[src/rtl/spi_lcd_rx_pkg.sv]
//==============================================================================
// Module      : spi_lcd_rx_pkg
// Description : Shared definitions for the SPI LCD-bus receiver. This file
//               holds the word width, the DC tag position, the bit counter
//               width and the receiver FSM state encoding.
// Revision    : 1.0 - initial release
//==============================================================================
`default_nettype none

package spi_lcd_rx_pkg;

  // Each received word is {dc, byte}.
  localparam int SPI_WORD_W = 9;
  localparam int DC_BIT     = 8;
  localparam int BIT_CNT_W  = 3;

  typedef enum logic [0:0] {
    ST_IDLE  = 1'b0,
    ST_SHIFT = 1'b1
  } rx_state_e;

  function automatic logic [SPI_WORD_W-1:0] make_word(input logic dc, input logic [7:0] b);
    return {dc, b};
  endfunction

endpackage

`default_nettype wire

[src/rtl/fifo.sv]
//==============================================================================
// Module      : fifo
// Description : Synchronous FIFO with a write-request/acknowledge port and a
//               read req/ack handshake.
//   clk   in            clock
//   nrst  in            synchronous active-low reset
//   wreq  in            write request (one word per cycle it is high)
//   wdata in  WIDTH     write data
//   wack  out           write accepted (wreq while not full)
//   rreq  in            read request, held by the consumer until rack
//   rack  out           read acknowledge; rdata valid while high
//   rdata out WIDTH     read data
//   empty out           no words stored
//   full  out           2^SIZE_BITS words stored
// Revision    : 1.0 - initial release
//==============================================================================
`default_nettype none

module fifo #(
  parameter int WIDTH     = 9,
  parameter int SIZE_BITS = 4
) (
  input  logic             clk,
  input  logic             nrst,
  input  logic             wreq,
  input  logic [WIDTH-1:0] wdata,
  output logic             wack,
  input  logic             rreq,
  output logic             rack,
  output logic [WIDTH-1:0] rdata,
  output logic             empty,
  output logic             full
);

  localparam int DEPTH = 1 << SIZE_BITS;

  logic [WIDTH-1:0] mem_q [DEPTH];
  // One extra pointer bit tells full and empty apart.
  logic [SIZE_BITS:0] wptr_q, rptr_q;
  logic               rack_q;
  logic [WIDTH-1:0]   rdata_q;

  assign empty = (wptr_q == rptr_q);
  assign full  = (wptr_q[SIZE_BITS] != rptr_q[SIZE_BITS]) &&
                 (wptr_q[SIZE_BITS-1:0] == rptr_q[SIZE_BITS-1:0]);
  // Fullness is judged on the registered pointers, so a pop in the same
  // cycle does not make room for the incoming word.
  assign wack  = wreq && !full;
  assign rack  = rack_q;
  assign rdata = rdata_q;

  always_ff @(posedge clk) begin
    if (wack) begin
      mem_q[wptr_q[SIZE_BITS-1:0]] <= wdata;
    end
  end

  always_ff @(posedge clk) begin
    if (!nrst) begin
      wptr_q  <= '0;
      rptr_q  <= '0;
      rack_q  <= 1'b0;
      rdata_q <= '0;
    end else begin
      if (wack) begin
        wptr_q <= wptr_q + 1'b1;
      end
      // The word is popped as rack rises and is held in rdata until the
      // consumer drops its request.
      if (rack_q) begin
        if (!rreq) begin
          rack_q <= 1'b0;
        end
      end else if (rreq && !empty) begin
        rack_q  <= 1'b1;
        rdata_q <= mem_q[rptr_q[SIZE_BITS-1:0]];
        rptr_q  <= rptr_q + 1'b1;
      end
    end
  end

endmodule

`default_nettype wire

[src/rtl/spi_rx_sync.sv]
//==============================================================================
// Module      : spi_rx_sync
// Description : Synchronizer chain for the four SPI bus lines plus SCK rising
//               edge detection in the clk domain.
//   clk        in   system clock
//   reset      in   synchronous active-high reset (loads idle bus: sck=0, ncs=1)
//   sck_i      in   raw SPI clock
//   mosi_i     in   raw SPI data
//   ncs_i      in   raw chip select (active low)
//   dc_i       in   raw data/command tag
//   mosi_o     out  synchronized MOSI
//   ncs_o      out  synchronized NCS
//   dc_o       out  synchronized DC
//   sck_rise_o out  one-cycle pulse on a synchronized SCK rising edge
// Revision    : 1.0 - initial release
//==============================================================================
`default_nettype none

module spi_rx_sync #(
  parameter int SYNC_STAGES = 2
) (
  input  logic clk,
  input  logic reset,
  input  logic sck_i,
  input  logic mosi_i,
  input  logic ncs_i,
  input  logic dc_i,
  output logic mosi_o,
  output logic ncs_o,
  output logic dc_o,
  output logic sck_rise_o
);

  // Bit order within each stage: {dc, ncs, mosi, sck}.
  localparam logic [3:0] C_IDLE = 4'b0100;

  logic [3:0] sync_q [SYNC_STAGES];
  logic       sck_d_q;
  logic [3:0] last;

  always_ff @(posedge clk) begin
    if (reset) begin
      for (int i = 0; i < SYNC_STAGES; i++) begin
        sync_q[i] <= C_IDLE;
      end
      sck_d_q <= 1'b0;
    end else begin
      sync_q[0] <= {dc_i, ncs_i, mosi_i, sck_i};
      for (int i = 1; i < SYNC_STAGES; i++) begin
        sync_q[i] <= sync_q[i-1];
      end
      sck_d_q <= sync_q[SYNC_STAGES-1][0];
    end
  end

  assign last       = sync_q[SYNC_STAGES-1];
  assign sck_rise_o = last[0] && !sck_d_q;
  assign mosi_o     = last[1];
  assign ncs_o      = last[2];
  assign dc_o       = last[3];

endmodule

`default_nettype wire

[src/rtl/spi_lcd_rx.sv]
//==============================================================================
// Module      : spi_lcd_rx
// Description : SPI mode-0 slave receiver for the 4-wire LCD bus. It
//               assembles MSB-first bytes, tags them with DC and queues the
//               resulting words in a FIFO that the consumer reads over a
//               req/ack handshake. Overruns and truncated frames are reported.
//   clk          in      system clock
//   reset        in      synchronous active-high reset
//   sck/mosi/ncs/dc in   SPI bus (asynchronous to clk)
//   rreq         in      read request, held until rack
//   rack         out     read acknowledge; data_out valid while high
//   data_out     out 9   {dc, byte}
//   empty/full   out     FIFO status
//   overrun      out     sticky: completed byte dropped on a full FIFO
//   frame_error  out     sticky: NCS rose with 1..7 bits received
//   clear_errors in      clears both sticky flags (a new error wins)
//   byte_count   out 16  bytes queued since reset, wrapping
// Revision    : 1.0 - initial release
//==============================================================================
`default_nettype none

module spi_lcd_rx
  import spi_lcd_rx_pkg::*;
#(
  parameter int FIFO_BITS   = 4,
  parameter int SYNC_STAGES = 2
) (
  input  logic                  clk,
  input  logic                  reset,
  input  logic                  sck,
  input  logic                  mosi,
  input  logic                  ncs,
  input  logic                  dc,
  input  logic                  rreq,
  output logic                  rack,
  output logic [SPI_WORD_W-1:0] data_out,
  output logic                  empty,
  output logic                  full,
  output logic                  overrun,
  output logic                  frame_error,
  input  logic                  clear_errors,
  output logic [15:0]           byte_count
);

  logic mosi_s, ncs_s, dc_s, sck_rise;

  spi_rx_sync #(
    .SYNC_STAGES (SYNC_STAGES)
  ) u_sync (
    .clk        (clk),
    .reset      (reset),
    .sck_i      (sck),
    .mosi_i     (mosi),
    .ncs_i      (ncs),
    .dc_i       (dc),
    .mosi_o     (mosi_s),
    .ncs_o      (ncs_s),
    .dc_o       (dc_s),
    .sck_rise_o (sck_rise)
  );

  rx_state_e             state_q, state_d;
  logic [BIT_CNT_W-1:0]  cnt_q;
  logic [6:0]            shift_q;
  logic                  push_q;
  logic [SPI_WORD_W-1:0] word_q;
  logic                  overrun_q, frame_error_q;
  logic [15:0]           byte_count_q;

  logic shift_en;
  logic abort_partial;

  // State register
  always_ff @(posedge clk) begin
    if (reset) begin
      state_q <= ST_IDLE;
    end else begin
      state_q <= state_d;
    end
  end

  // Next state
  always_comb begin
    state_d = state_q;
    case (state_q)
      ST_IDLE:  if (!ncs_s) state_d = ST_SHIFT;
      ST_SHIFT: if (ncs_s)  state_d = ST_IDLE;
      default:  state_d = ST_IDLE;
    endcase
  end

  // FSM outputs. An SCK rise coinciding with NCS release is ignored.
  always_comb begin
    shift_en      = 1'b0;
    abort_partial = 1'b0;
    case (state_q)
      ST_SHIFT: begin
        if (ncs_s) begin
          abort_partial = (cnt_q != '0);
        end else begin
          shift_en = sck_rise;
        end
      end
      default: ;
    endcase
  end

  // Shift register and bit counter. Only the low seven bits of the shifter
  // are kept; the eighth bit comes straight from MOSI when the word forms.
  always_ff @(posedge clk) begin
    if (reset) begin
      cnt_q   <= '0;
      shift_q <= '0;
      push_q  <= 1'b0;
      word_q  <= '0;
    end else begin
      push_q <= 1'b0;
      if (shift_en) begin
        shift_q <= {shift_q[5:0], mosi_s};
        cnt_q   <= cnt_q + 3'd1;
        if (cnt_q == 3'd7) begin
          word_q <= make_word(dc_s, {shift_q, mosi_s});
          push_q <= 1'b1;
        end
      end else if (state_q != ST_SHIFT || ncs_s) begin
        cnt_q   <= '0;
        shift_q <= '0;
      end
    end
  end

  logic nrst;
  logic wack;
  assign nrst = ~reset;

  fifo #(
    .WIDTH     (SPI_WORD_W),
    .SIZE_BITS (FIFO_BITS)
  ) u_fifo (
    .clk   (clk),
    .nrst  (nrst),
    .wreq  (push_q),
    .wdata (word_q),
    .wack  (wack),
    .rreq  (rreq),
    .rack  (rack),
    .rdata (data_out),
    .empty (empty),
    .full  (full)
  );

  // Sticky error flags; a new error takes priority over a clear.
  always_ff @(posedge clk) begin
    if (reset) begin
      overrun_q     <= 1'b0;
      frame_error_q <= 1'b0;
      byte_count_q  <= '0;
    end else begin
      if (push_q && full) begin
        overrun_q <= 1'b1;
      end else if (clear_errors) begin
        overrun_q <= 1'b0;
      end

      if (abort_partial) begin
        frame_error_q <= 1'b1;
      end else if (clear_errors) begin
        frame_error_q <= 1'b0;
      end

      if (wack) begin
        byte_count_q <= byte_count_q + 16'd1;
      end
    end
  end

  assign overrun     = overrun_q;
  assign frame_error = frame_error_q;
  assign byte_count  = byte_count_q;

endmodule

`default_nettype wire

[config.mk]
export PLATFORM = sky130hd
export DESIGN_NAME = spi_lcd_rx
export DESIGN_NICKNAME = d
export VERILOG_FILES = /design/src/rtl/spi_lcd_rx_pkg.sv /design/src/rtl/fifo.sv /design/src/rtl/spi_rx_sync.sv /design/src/rtl/spi_lcd_rx.sv
export SDC_FILE = /design/constraint.sdc
export NUM_CORES = 1
export LEC_CHECK = 0
export ABC_AREA = 1
export BUFFER_PORTS_ARGS = -buffer_cell sky130_fd_sc_hd__buf_2
export CAP_MARGIN = 10
export CELL_PAD_IN_SITES_DETAIL_PLACEMENT = 2
export CELL_PAD_IN_SITES_GLOBAL_PLACEMENT = 2
export CORE_ASPECT_RATIO = 0.7
export CORE_UTILIZATION = 35
export DETAILED_ROUTE_END_ITERATION = 10
export PLACE_DENSITY_LB_ADDON = 0.1
export SYNTH_ARGS = -nofsm -noshare
export SYNTH_HDL_FRONTEND = slang
export SYNTH_HIERARCHICAL = 1
export SYNTH_SLANG_ARGS = --single-unit
[constraint.sdc]
create_clock -name clk -period 1.9 [get_ports clk]
set_input_delay 0.57 -clock clk [delete_from_list [all_inputs] [get_ports clk]]
set_output_delay 0.57 -clock clk [all_outputs]
set_load 0.01 [all_outputs]
* Yosys cells after proc, flatten, opt, wreduce, memory -nomap -nowiden
Memory sizes are Yosys's and may differ from the RTL's. A register that Yosys moved wholly into a read port is not among the register bits.
Index checks and enable logic that the tools add are counted.
** Storage, ports and cells
- Register bits :: 51
- Bits in writable memories :: 152
- Input bits :: 8
- Output and inout port bits :: 30
- Logic and storage cells :: 66
- Memories :: 2
** Memories
- u_fifo.mem_q :: words 16, bits a word 9, read ports 1, clocked after memory_dff 1, wr ports 1, line fifo.sv:37 : logic [WIDTH-1:0] mem_q [DEPTH];
- u_sync.sync_q :: words 2, bits a word 4, read ports 2, clocked after memory_dff 0, wr ports 2, line spi_rx_sync.sv:37 : logic [3:0] sync_q [SYNC_STAGES];
** Operators by class
- Add/sub/neg operators :: 4
- Eq/ne operators :: 4
- Multiplexer cells :: 23
- Bitwise gates (word level) :: 5
- Reductions and logical operators :: 16
** Operators by type and width (count)
- 2-to-1 mux 1 bit :: 17
- adder 16 x 1 -> 16 bit (second input constant) :: 1
- 2-to-1 mux 7 bit :: 2
- adder 5 x 1 -> 5 bit (second input constant) :: 2
- 2-to-1 mux 4 bit :: 2
- 2-to-1 mux 3 bit :: 2
- nonzero test 2 bit :: 3
- == test 5 bit :: 1
- logical AND 1 bit :: 5
- == test 4 bit :: 1
- AND reduction 2 bit :: 2
- adder 3 x 1 -> 3 bit (second input constant) :: 1
- == test 3 bit (second input constant) :: 1
- zero test 1 bit :: 3
- NOT 1 bit :: 3
- nonzero test 3 bit :: 1
- bitwise OR 1 bit :: 2
- OR reduction 2 bit :: 1
- logical OR 1 bit :: 1
- != test 1 bit :: 1

* Longest topological paths before layout
Gate-level depths: netlist of the first run.
- Depth after elaboration :: 6
- Depth in mapped cells :: 17

* Cells and area by module
Netlist of the first run, hierarchy kept.
** Modules (own cells, without submodules)
- fifo :: instances 1, cells an instance 789, area each 7368.3 µm²
- spi_lcd_rx :: instances 1, cells an instance 233, area each 1676.6 µm²
- spi_rx_sync :: instances 1, cells an instance 30, area each 266.5 µm²

* Worst setup path after synthesis of the first run
Ideal clock, no wire load.
- Path kind :: reg-to-reg
- Start :: register u_fifo.rptr_q[0]
- End :: memory u_fifo.mem_q[11][0], enable pin
- Setup time :: 0.387 ns
- Arrival time :: 1.599 ns
- Path slack :: -0.085 ns
- Stages on the path, launching flop included :: 9
- Path buffers :: 1
- Period minus slack after synthesis :: 1.985 ns
- Cell sequence :: dfxtp_1 -> buf_2 -> inv_2 -> nand2_1 -> nand2_1 -> nor2_2 -> nand3_2 -> nand2_2 -> nor3_1
** Between the ends
- Word-level cells in the longest chain between the ends :: 6
** RTL lines
- from (decl) :: line fifo.sv:39 : logic [SIZE_BITS:0] wptr_q, rptr_q;
- from (signal assigned) :: line fifo.sv:77 : rptr_q <= rptr_q + 1'b1;
- == test 4 bit :: line fifo.sv:45 : (wptr_q[SIZE_BITS-1:0] == rptr_q[SIZE_BITS-1:0]);
- logical AND 1 bit :: line fifo.sv:44 : assign full = (wptr_q[SIZE_BITS] != rptr_q[SIZE_BITS]) &&
- zero test 1 bit :: line fifo.sv:48 : assign wack = wreq && !full;
- logical AND 1 bit :: line fifo.sv:48
- 2-to-1 mux 1 bit :: line fifo.sv:53 : if (wack) begin
- 2-to-1 mux 1 bit (not written as such) :: line fifo.sv:54 : mem_q[wptr_q[SIZE_BITS-1:0]] <= wdata;
- to (decl) :: line fifo.sv:37
No other way between the ends.

* Worst setup path in the final report of the first run
- Start :: register u_fifo.rptr_q[4]
- End :: output empty
** Between the ends
- Word-level cells in the longest chain between the ends :: 1
** RTL lines
- == test 5 bit :: line fifo.sv:43 : assign empty = (wptr_q == rptr_q);
- to (decl) :: line spi_lcd_rx.sv:37 : output logic empty,
No other way between the ends.

==> results of run 1 <==
-- cells in the mapped netlist, types with 2 or more instances --
| master | number | area (um2) |
|---|---|---|
| nand4_1 | 3 | 18.77 |
| xor2_1 | 6 | 52.55 |
| nand3b_1 | 2 | 15.01 |
| nand3_1 | 121 | 605.6 |
| buf_4 | 2 | 15.01 |
| clkbuf_1 | 8 | 30.03 |
| nand2_1 | 327 | 1227 |
| clkinv_1 | 3 | 11.26 |
| nor2_2 | 7 | 43.79 |
| dfxtp_1 | 68 | 1361 |
| nand3_2 | 3 | 30.03 |
| edfxtp_1 | 144 | 4324 |
| buf_2 | 21 | 105.1 |
| o21ai_0 | 7 | 35.03 |
| inv_2 | 5 | 18.77 |
| buf_6 | 3 | 33.78 |
| buf_1 | 3 | 11.26 |
| inv_1 | 193 | 724.4 |
| xnor2_1 | 3 | 26.28 |
| nor3_1 | 5 | 25.02 |
| nor2_1 | 70 | 262.8 |
| ha_1 | 9 | 112.6 |
| nand2_2 | 6 | 37.54 |
| a21oi_1 | 29 | 145.1 |
-- per-layer routing --
layer  share of wire (%)  wire, um  global-route usage (%)  up-vias
met5                   0         0                       0        -
met4                 1.8       523                   4.529        0
met3                 3.2       940                   2.757       36
met2                  46     13780                   36.17       96
met1                  49     14400                   31.27     3654
li1                    -         -                       -     3463
-- sequential cells by signal, indices dropped and copies added (netlist names) --
register	cells
u_fifo/mem_q	144
byte_count	16
u_fifo/rdata	9
word_q	9
u_sync/sync_q	8
shift_q	7
u_fifo/rptr_q	5
u_fifo/wptr_q	5
cnt_q	3
frame_error	1
overrun	1
push_q	1
state_q	1
u_fifo/rack	1
u_sync/sck_d_q	1
-- logic make-up after synthesis --
group	after synthesis	synth area share [%]
buffers and inverters	238	10.20
and+or+nand+nor	545	24.51
DFF	212	61.06
AOI/OAI and AO/OA	39	2.177
adders and majority gates	9	1.209
xor gates and xnor gates	9	0.8466
-- path summary, 6_finish.rpt --
path         slack [ns]                   to  depth (start not counted)                 from
max               -0.16                empty                          5     u_fifo/rptr_q[4]
max reg2reg       -0.05   u_fifo/mem_q[7][5]                          9     u_fifo/rptr_q[4]
min                0.23  u_sync/sync_q[0][2]                          3                  ncs
min reg2reg        0.41  u_sync/sync_q[0][5]                          2  u_sync/sync_q[0][1]
-- area by class of cell --
class | count | area (um2) | area share [%]
clock inverters | 10 | 111.4 | 0.9857
inverters | 201 | 762.0 | 6.745
clock buffers | 34 | 668.1 | 5.914
multi-input cells | 602 | 2811 | 24.89
flip-flops and latches | 212 | 5700 | 50.46
repair buffers | 106 | 797.0 | 7.055
well taps | 357 | 446.7 | 3.954
-- worst max-delay path, stage by stage, from the launching register on --
cell and delay [ns]:
dfxtp_1 0.34, xnor2_2 0.22, buf_4 0.15, nand3_2 0.09, inv_2 0.07, buf_6 0.09
-- repair_timing --
action | CTS | global route
cloned | 0 | 3
pin swaps | 4 | 5
hold buffers | 0 | 0
endpoints found under the setup margin | 90 | 136
resized for setup | 27 | 35
setup buffers | 3 | 6
-- where the power goes --
part           internal (mW)  switching, mW
Sequential              4.90         0.0231
Combinational          0.258          0.550
Clock                   2.73           1.95
Total                   7.89           2.53
-- metrics by stage --
stage	setup TNS [ns]	instance area, um2	utilization, %	hold slack (ns)	setup slack [ns]
2_1_floorplan	-2.305	9311	-	0.3866	-0.08537
3_3_place_gp	0	10230	39.53	0.3946	0.08646
3_5_place_dp	-0.9987	10230	39.53	0.4010	-0.03411
4_1_cts	-0.3908	11120	42.96	0.2033	-0.2030
5_1_grt	-1.861	11300	43.66	0.2164	-0.2349
6_report	-0.5443	11300	43.66	0.2255	-0.1616
==> impl_metrics.py, run 1 <==
metrics = {
    "timing": {
        "tightest_slew_ns": 0.4908,
        "max_slew_margin_pct": 67.28,
        "grt_setup_unrepaired": "true",
        "finClkSkew_ns": 0.01272,
        "hold_viol_final": 0,
        "finalSetupViolations": 7,
        "finalCritPeriodShare_pct": 108.5,
        "period_needed_ns": 2.062,
        "fmax_mhz": 485.1,
        "drv_slew": 0,
        "setup_ws_ns": -0.1616,
    },
    "clocking": {
        "insertion_delay_ns": 0.53,
        "cts_tree": "built",
        "clkTransAtPathRegs_ns": 0.06,
        "clockBufferDepth": 3,
        "cts_root_buf": "clkbuf_16",
        "cts.sinks": 212,
        "htree_num_levels": 1,
        "cts_made_buffers": 24,
    },
    "pwr": {
        "power.leakage_nw": 5.182,
        "total_power_mw": 10.41,
        "vdd_drop_max_mv": 0.5925,
        "power.density_nw_per_um2": 921.7,
    },
    "worst_setup_path": {
        "path_class": "reg -> out",
        "worstSetupEndpointType": "output pin",
        "startpoint_type": "flop",
        "cp.arrival_ns": 1.49,
        "cp.required_ns": 1.33,
        "critical_path.max_fanout": 2,
    },
    "placement": {
        "dp_hpwl_mm": 19.36,
        "dpl.cell_count": 1466,
        "io_buffers": 37,
        "gp_congestion": 0.7585,
    },
    "logic_synthesis": {
        "yosys_register_bits": 212,
        "synth_fp_nets": 1069,
        "synth_flop_cell": "edfxtp_1",
        "synthArstFlopShare_pct": 0,
        "yosysUniqueCellTypes": 28,
        "syn-cell-area_um2": 9311,
        "avgSynthCellArea_um2": 8.851,
        "synth_edf_count": 144,
        "ys_seq_area_share_pct": 61.06,
        "postSynthCellCount": 1052,
        "synth_warnings": 6,
    },
    "hold_path": {
        "hold_path_class": "in -> reg",
    },
    "final_layout": {
        "nets": 1164,
        "drive_gt1_share_pct": 16.74,
        "mostFrequentLayoutCells": "318 x nand2_1, 188 x inv_1, 144 x edfxtp_1",
        "area_growth_pct": 21.33,
        "diodes": 0,
        "final_common_cell": "nand2_1",
        "final_cells": 1522,
        "nFillCells": 2884,
    },
    "die": {
        "die_y_um": 138.5,
        "initial_core_util_pct": 35.99,
        "ioPinCount": 38,
        "die-width_um": 197.0,
        "core.rowCount": 49,
        "dieArea_um2": 27270,
        "core_area_um2": 25870,
    },
    "detailed_routing": {
        "routedWlPerCell_um": 19.47,
        "viasPerCell": 4.763,
        "route.detailed.drc": 0,
        "drt_iter0_drc": 357,
        "ant_nets": 0,
        "vias": 7249,
        "wl_mm": 29.64,
        "drt-pass1-iter-count": 5,
    },
    "run_status": {
        "violations": "setup timing",
        "status": "finished, violations left",
    },
    "global_routing": {
        "grtUsageTotal_pct": 22.04,
        "antenna_found_initial": 0,
        "grt_max_degree": 73,
        "grt_pass1_wl_mm": 45.69,
        "grt_pass1_vias": 7852,
        "grt-ovfl-total": 0,
    },
    "run": {
        "maxCapViolCount": 0,
    },
}
Power figures use the tool's default switching activity.
==> run 2: changes to the inputs <==
Settings changed: BUFFER_PORTS_ARGS -buffer_cell sky130_fd_sc_hd__buf_2 to unset, CORE_ASPECT_RATIO 0.7 to 1.75, CORE_UTILIZATION 35 to 36, DONT_BUFFER_PORTS set to 1.
==> run 2 against run 1 <==
- clock-buffer cell count decreased by 4
- sequential cell count unchanged
- the run still ends with setup timing left
- die area decreased by 2.7%
==> impl_metrics.py, run 2 (synthesized netlist as in run 1, its figures left out) <==
metrics = {
    "placement": {
        "io_buffers": 0,
        "gp_congestion": 0.7843,
        "place_area_um2": 10060,
        "dpl.cell_count": 1389,
        "pre_cts_ws_ns": 0.02531,
        "dp_hpwl_mm": 20.23,
    },
    "clocking": {
        "htree_num_levels": 1,
        "cts_root_buf": "clkbuf_16",
        "clockBufferDepth": 3,
        "clkTransAtPathRegs_ns": 0.07,
        "cts.sinks": 212,
        "cts_made_buffers": 22,
        "insertion_delay_ns": 0.53,
        "cts_tree": "built",
        "postCtsHoldBufs": 0,
    },
    "die": {
        "core.rowCount": 77,
        "die-width_um": 123.6,
        "die_y_um": 214.8,
        "initial_core_util_pct": 36.75,
        "ioPinCount": 38,
        "dieArea_um2": 26540,
        "core_area_um2": 25340,
    },
    "worst_setup_path": {
        "crit_chain": "inv_2 > nand2_2 > nand2_2 > nor2_4 > nand3_2 > buf_6 > inv_4",
        "worstSetupEndpointType": "output pin",
        "critPathSlowestCell": "dfxtp_4",
        "path_class": "reg -> out",
        "path_buf_inv": 3,
        "slowest_delay_ns": 0.39,
        "crit_top_cell": "nand2_2",
        "cp.required_ns": 1.33,
        "critPathTopFamily": "simple AND/OR/NAND/NOR gates",
        "cp.arrival_ns": 1.58,
        "startpoint_type": "flop",
        "critical_path.max_fanout": 3,
    },
    "timing": {
        "finalSetupViolations": 73,
        "setup_ws_ns": -0.2482,
        "tightest_slew_ns": 0.4744,
        "fmax_mhz": 465.5,
        "finClkSkew_ns": 0.02822,
        "drv_slew": 0,
        "setup_tns_ns": -2.889,
        "period_needed_ns": 2.148,
        "hold_viol_final": 0,
        "finalCritPeriodShare_pct": 113.1,
        "max_slew_margin_pct": 68.34,
        "whs_ns": 0.09504,
        "grt_setup_unrepaired": "true",
    },
    "final_layout": {
        "nets": 1134,
        "drive_gt1_share_pct": 15.19,
        "largest_reg_flops": 144,
        "final_cells": 1448,
        "diodes": 0,
        "final_common_cell": "nand2_1",
        "mostFrequentLayoutCells": "317 x nand2_1, 189 x inv_1, 144 x edfxtp_1",
        "area_growth_pct": 20.29,
        "stdcell_area_um2": 11200,
    },
    "global_routing": {
        "antenna_found_initial": 0,
        "grt_pass1_vias": 8088,
        "grt-ovfl-total": 0,
        "grt_max_degree": 49,
        "grt_pass1_wl_mm": 45.08,
        "grtUsageTotal_pct": 23.34,
    },
    "detailed_routing": {
        "drt-pass1-iter-count": 4,
        "viasPerCell": 4.972,
        "route.detailed.drc": 0,
        "drt_iter0_drc": 319,
        "vias": 7199,
        "wl_mm": 30.47,
        "ant_nets": 0,
        "routedWlPerCell_um": 21.05,
    },
    "run_status": {
        "status": "finished, violations left",
        "violations": "setup timing",
    },
    "pwr": {
        "vdd_drop_max_mv": 0.6374,
        "power.density_nw_per_um2": 903.0,
        "power.leakage_nw": 5.039,
    },
    "hold_path": {
        "hold_path_class": "in -> reg",
    },
    "run": {
        "maxCapViolCount": 0,
    },
}
-- run 2: changes by cell type in the layout (fill, tap and decap cells not counted), sizes merged --
| cell | delta |
|---|---|
| inv | +1 |
| buf | -28 |
| clkinvlp | +1 |
| clkinv | -3 |
| clkbuf | -4 |
-- run 2: cell type report --
type / count / area, um2
fill: 2798 / 14140
sequential: 212 / 5713
multi-input combinational: 602 / 2890
inverter: 201 / 767.0
timing repair buffer: 78 / 738.2
clock buffer: 30 / 590.6
tap: 316 / 395.4
clock inverter: 9 / 106.4
-- run 2: path summary, 6_finish.rpt --
kind                                     startpoint             endpoint  slack [ns]  cells past startpoint
worst max-delay path               u_fifo/wptr_q[0]                 full       -0.25                      7
worst min-delay path                          reset             cnt_q[2]         0.1                      1
worst max register to register     u_fifo/wptr_q[0]   u_fifo/mem_q[4][0]       -0.08                     12
worst min register to register  u_sync/sync_q[0][3]  u_sync/sync_q[0][7]        0.41                      2
-- run 2: repair_timing --
| item | in CTS | in global routing |
|---|---|---|
| pin swaps | 5 | 19 |
| buffers inserted | 4 | 13 |
| endpoints found under the hold margin | 0 | 0 |
| endpoints found under the setup margin | 11 | 150 |
| resized for setup | 25 | 67 |
| cloned | 0 | 4 |
-- run 2: metrics by stage --
| step | power, mW | util, % |
|---|---|---|
| 5_1_grt | 10.45 | 44.21 |
| 3_5_place_dp | 5.886 | 39.71 |
| 4_1_cts | 10.20 | 42.82 |
| 3_3_place_gp | 5.873 | 39.71 |
| 2_1_floorplan | 5.519 | - |
| 6_report | 10.11 | 44.21 |
-- run 2: where the power goes --
group          switching (mW)  total (mW)  internal (mW)
Clock                    1.85        4.30           2.46
Combinational           0.586       0.868          0.281
Sequential             0.0423        4.94           4.90
-- run 2: metal layers --
metal	vias up	share of wire [%]	track usage [%]
met3	74	2.7	2.654
met1	3602	33	22.31
met4	0	6.2	13.45
li1	3409	-	-
met2	114	58	45.79
met5	-	0	0
==> run 3: changes to the inputs <==
Settings changed: CORE_UTILIZATION 36 to 40.
Clock period 1.9 ns to 2 ns, I/O delays scaled along.
==> run 3 against run 2 <==
- the flow still finishes with violations (setup timing)
- non-clock buffer count shrank 21
- global-route usage rose by 2.5 points
- clock skew down 0.014 ns
- combinational power fell by 14%
- critical path depth fell by 2
- largest power group unchanged
- core utilization increased by 2.7 points
- clock-buffer cell count is 4 lower
- sequential cell count unchanged
- clock power is 8.8% lower
==> impl_metrics.py, run 3 (synthesized netlist as in run 1, its figures left out) <==
metrics = {
    "final_layout": {
        "mostFrequentLayoutCells": "324 x nand2_1, 189 x inv_1, 144 x edfxtp_1",
        "stdcell_area_um2": 10670,
        "nets": 1112,
        "final_cells": 1406,
        "final_common_cell": "nand2_1",
        "area_growth_pct": 14.63,
        "diodes": 0,
        "drive_gt1_share_pct": 11.21,
        "largest_reg_flops": 144,
    },
    "timing": {
        "fmax_mhz": 470.9,
        "finalCritPeriodShare_pct": 106.2,
        "tightest_slew_ns": 0.7112,
        "finClkSkew_ns": 0.01399,
        "whs_ns": 0.1422,
        "hold_viol_final": 0,
        "max_slew_margin_pct": 52.41,
        "grt_setup_unrepaired": "true",
        "finalSetupViolations": 21,
        "period_needed_ns": 2.124,
        "drv_slew": 0,
        "setup_ws_ns": -0.1238,
    },
    "clocking": {
        "cts_made_buffers": 21,
        "cts_root_buf": "clkbuf_16",
        "cts.sinks": 212,
        "postCtsHoldBufs": 0,
        "insertion_delay_ns": 0.52,
        "htree_num_levels": 1,
        "cts_tree": "built",
        "clockBufferDepth": 3,
        "clkTransAtPathRegs_ns": 0.06,
    },
    "worst_setup_path": {
        "cp.arrival_ns": 1.52,
        "critPathSlowestCell": "dfxtp_2",
        "startpoint_type": "flop",
        "path_class": "reg -> out",
        "worstSetupEndpointType": "output pin",
        "crit_chain": "xor2_1 > nor2_2 > nand3_2 > buf_6 > inv_4",
        "critPathTopFamily": "flip-flops",
        "critical_path.max_fanout": 2,
        "path_buf_inv": 2,
        "cp.required_ns": 1.40,
        "slowest_delay_ns": 0.36,
    },
    "placement": {
        "place_area_um2": 9898,
        "gp_congestion": 0.7730,
        "dpl.cell_count": 1364,
        "io_buffers": 0,
        "dp_hpwl_mm": 20.11,
    },
    "die": {
        "dieArea_um2": 23920,
        "die_y_um": 203.8,
        "core.rowCount": 73,
        "core_area_um2": 22740,
        "initial_core_util_pct": 40.94,
        "die-width_um": 117.3,
        "ioPinCount": 38,
    },
    "global_routing": {
        "grt_pass1_wl_mm": 46.04,
        "grt_max_degree": 73,
        "grt_pass1_vias": 8213,
        "grt-ovfl-total": 0,
        "antenna_found_initial": 0,
        "grtUsageTotal_pct": 25.82,
    },
    "run": {
        "maxCapViolCount": 0,
    },
    "detailed_routing": {
        "ant_nets": 0,
        "routedWlPerCell_um": 21.21,
        "drt_iter0_drc": 309,
        "viasPerCell": 5.110,
        "vias": 7185,
        "wl_mm": 29.82,
        "route.detailed.drc": 0,
        "drt-pass1-iter-count": 4,
    },
    "pwr": {
        "vdd_drop_max_mv": 0.5992,
        "power.leakage_nw": 4.815,
        "power.density_nw_per_um2": 878.4,
    },
    "run_status": {
        "violations": "setup timing",
        "status": "finished, violations left",
    },
    "hold_path": {
        "hold_path_class": "in -> reg",
    },
}
[run 3: cell types whose count changed in the layout (fill, tap and decap cells not counted), moves of 4 or more]
cell	previous run	this run
nor2_1	62	69
nor2_2	10	5
nand2_4	4	0
buf_12	9	3
buf_6	10	2
nand2_1	317	324
[run 3: layer usage]
layer	part of all wire (%)	wire, um	track usage [%]
met1	33	9824	23.75
met3	3.0	885	2.958
met5	0	0	0
met4	6.6	1964	16.37
met2	58	17150	52.47
[run 3: per-stage QoR]
step                total power, mW  utilization, %  setup WS (ns)  TNS, ns
finish                        9.376           46.93        -0.1238  -0.5423
global route                  9.682           46.93        -0.1784   -4.500
CTS                           9.463           46.75        -0.1198  -0.2132
detailed placement            5.527           43.52         0.1138        0
global placement              5.504           43.52         0.1464        0
floorplan                     5.243               -        0.01463        0
[run 3: repair_timing]
item	CTS	global route
endpoints found under the setup margin	2	117
cloned	0	1
endpoints found under the hold margin	0	0
gates resized for setup	19	10
pin swaps	5	1
setup buffers	7	0
[run 3: path summary, 6_finish.rpt]
check | slack, ns | end | start | depth (start not counted)
worst max register to register | -0.02 | u_fifo/mem_q[0][4] | u_fifo/wptr_q[2] | 9
worst max-delay path | -0.12 | full | u_fifo/wptr_q[2] | 5
worst min register to register | 0.41 | u_sync/sync_q[0][5] | u_sync/sync_q[0][1] | 2
worst min-delay path | 0.14 | state_q | reset | 1
[run 3: cell type report]
type / count / area, um2
Clock buffer: 26 / 554.3
Sequential cell: 212 / 5702
Fill cell: 2459 / 12070
Multi-Input combinational cell: 602 / 2713
Timing Repair Buffer: 57 / 473.0
Tap cell: 300 / 375.4
Clock inverter: 8 / 95.09
Inverter: 201 / 762.0
[run 3: where the power goes]
group	internal, mW	leakage (nW)	switching (mW)
logic	0.219	2.88	0.530
registers	4.66	1.62	0.0441
clock network	2.22	0.317	1.71
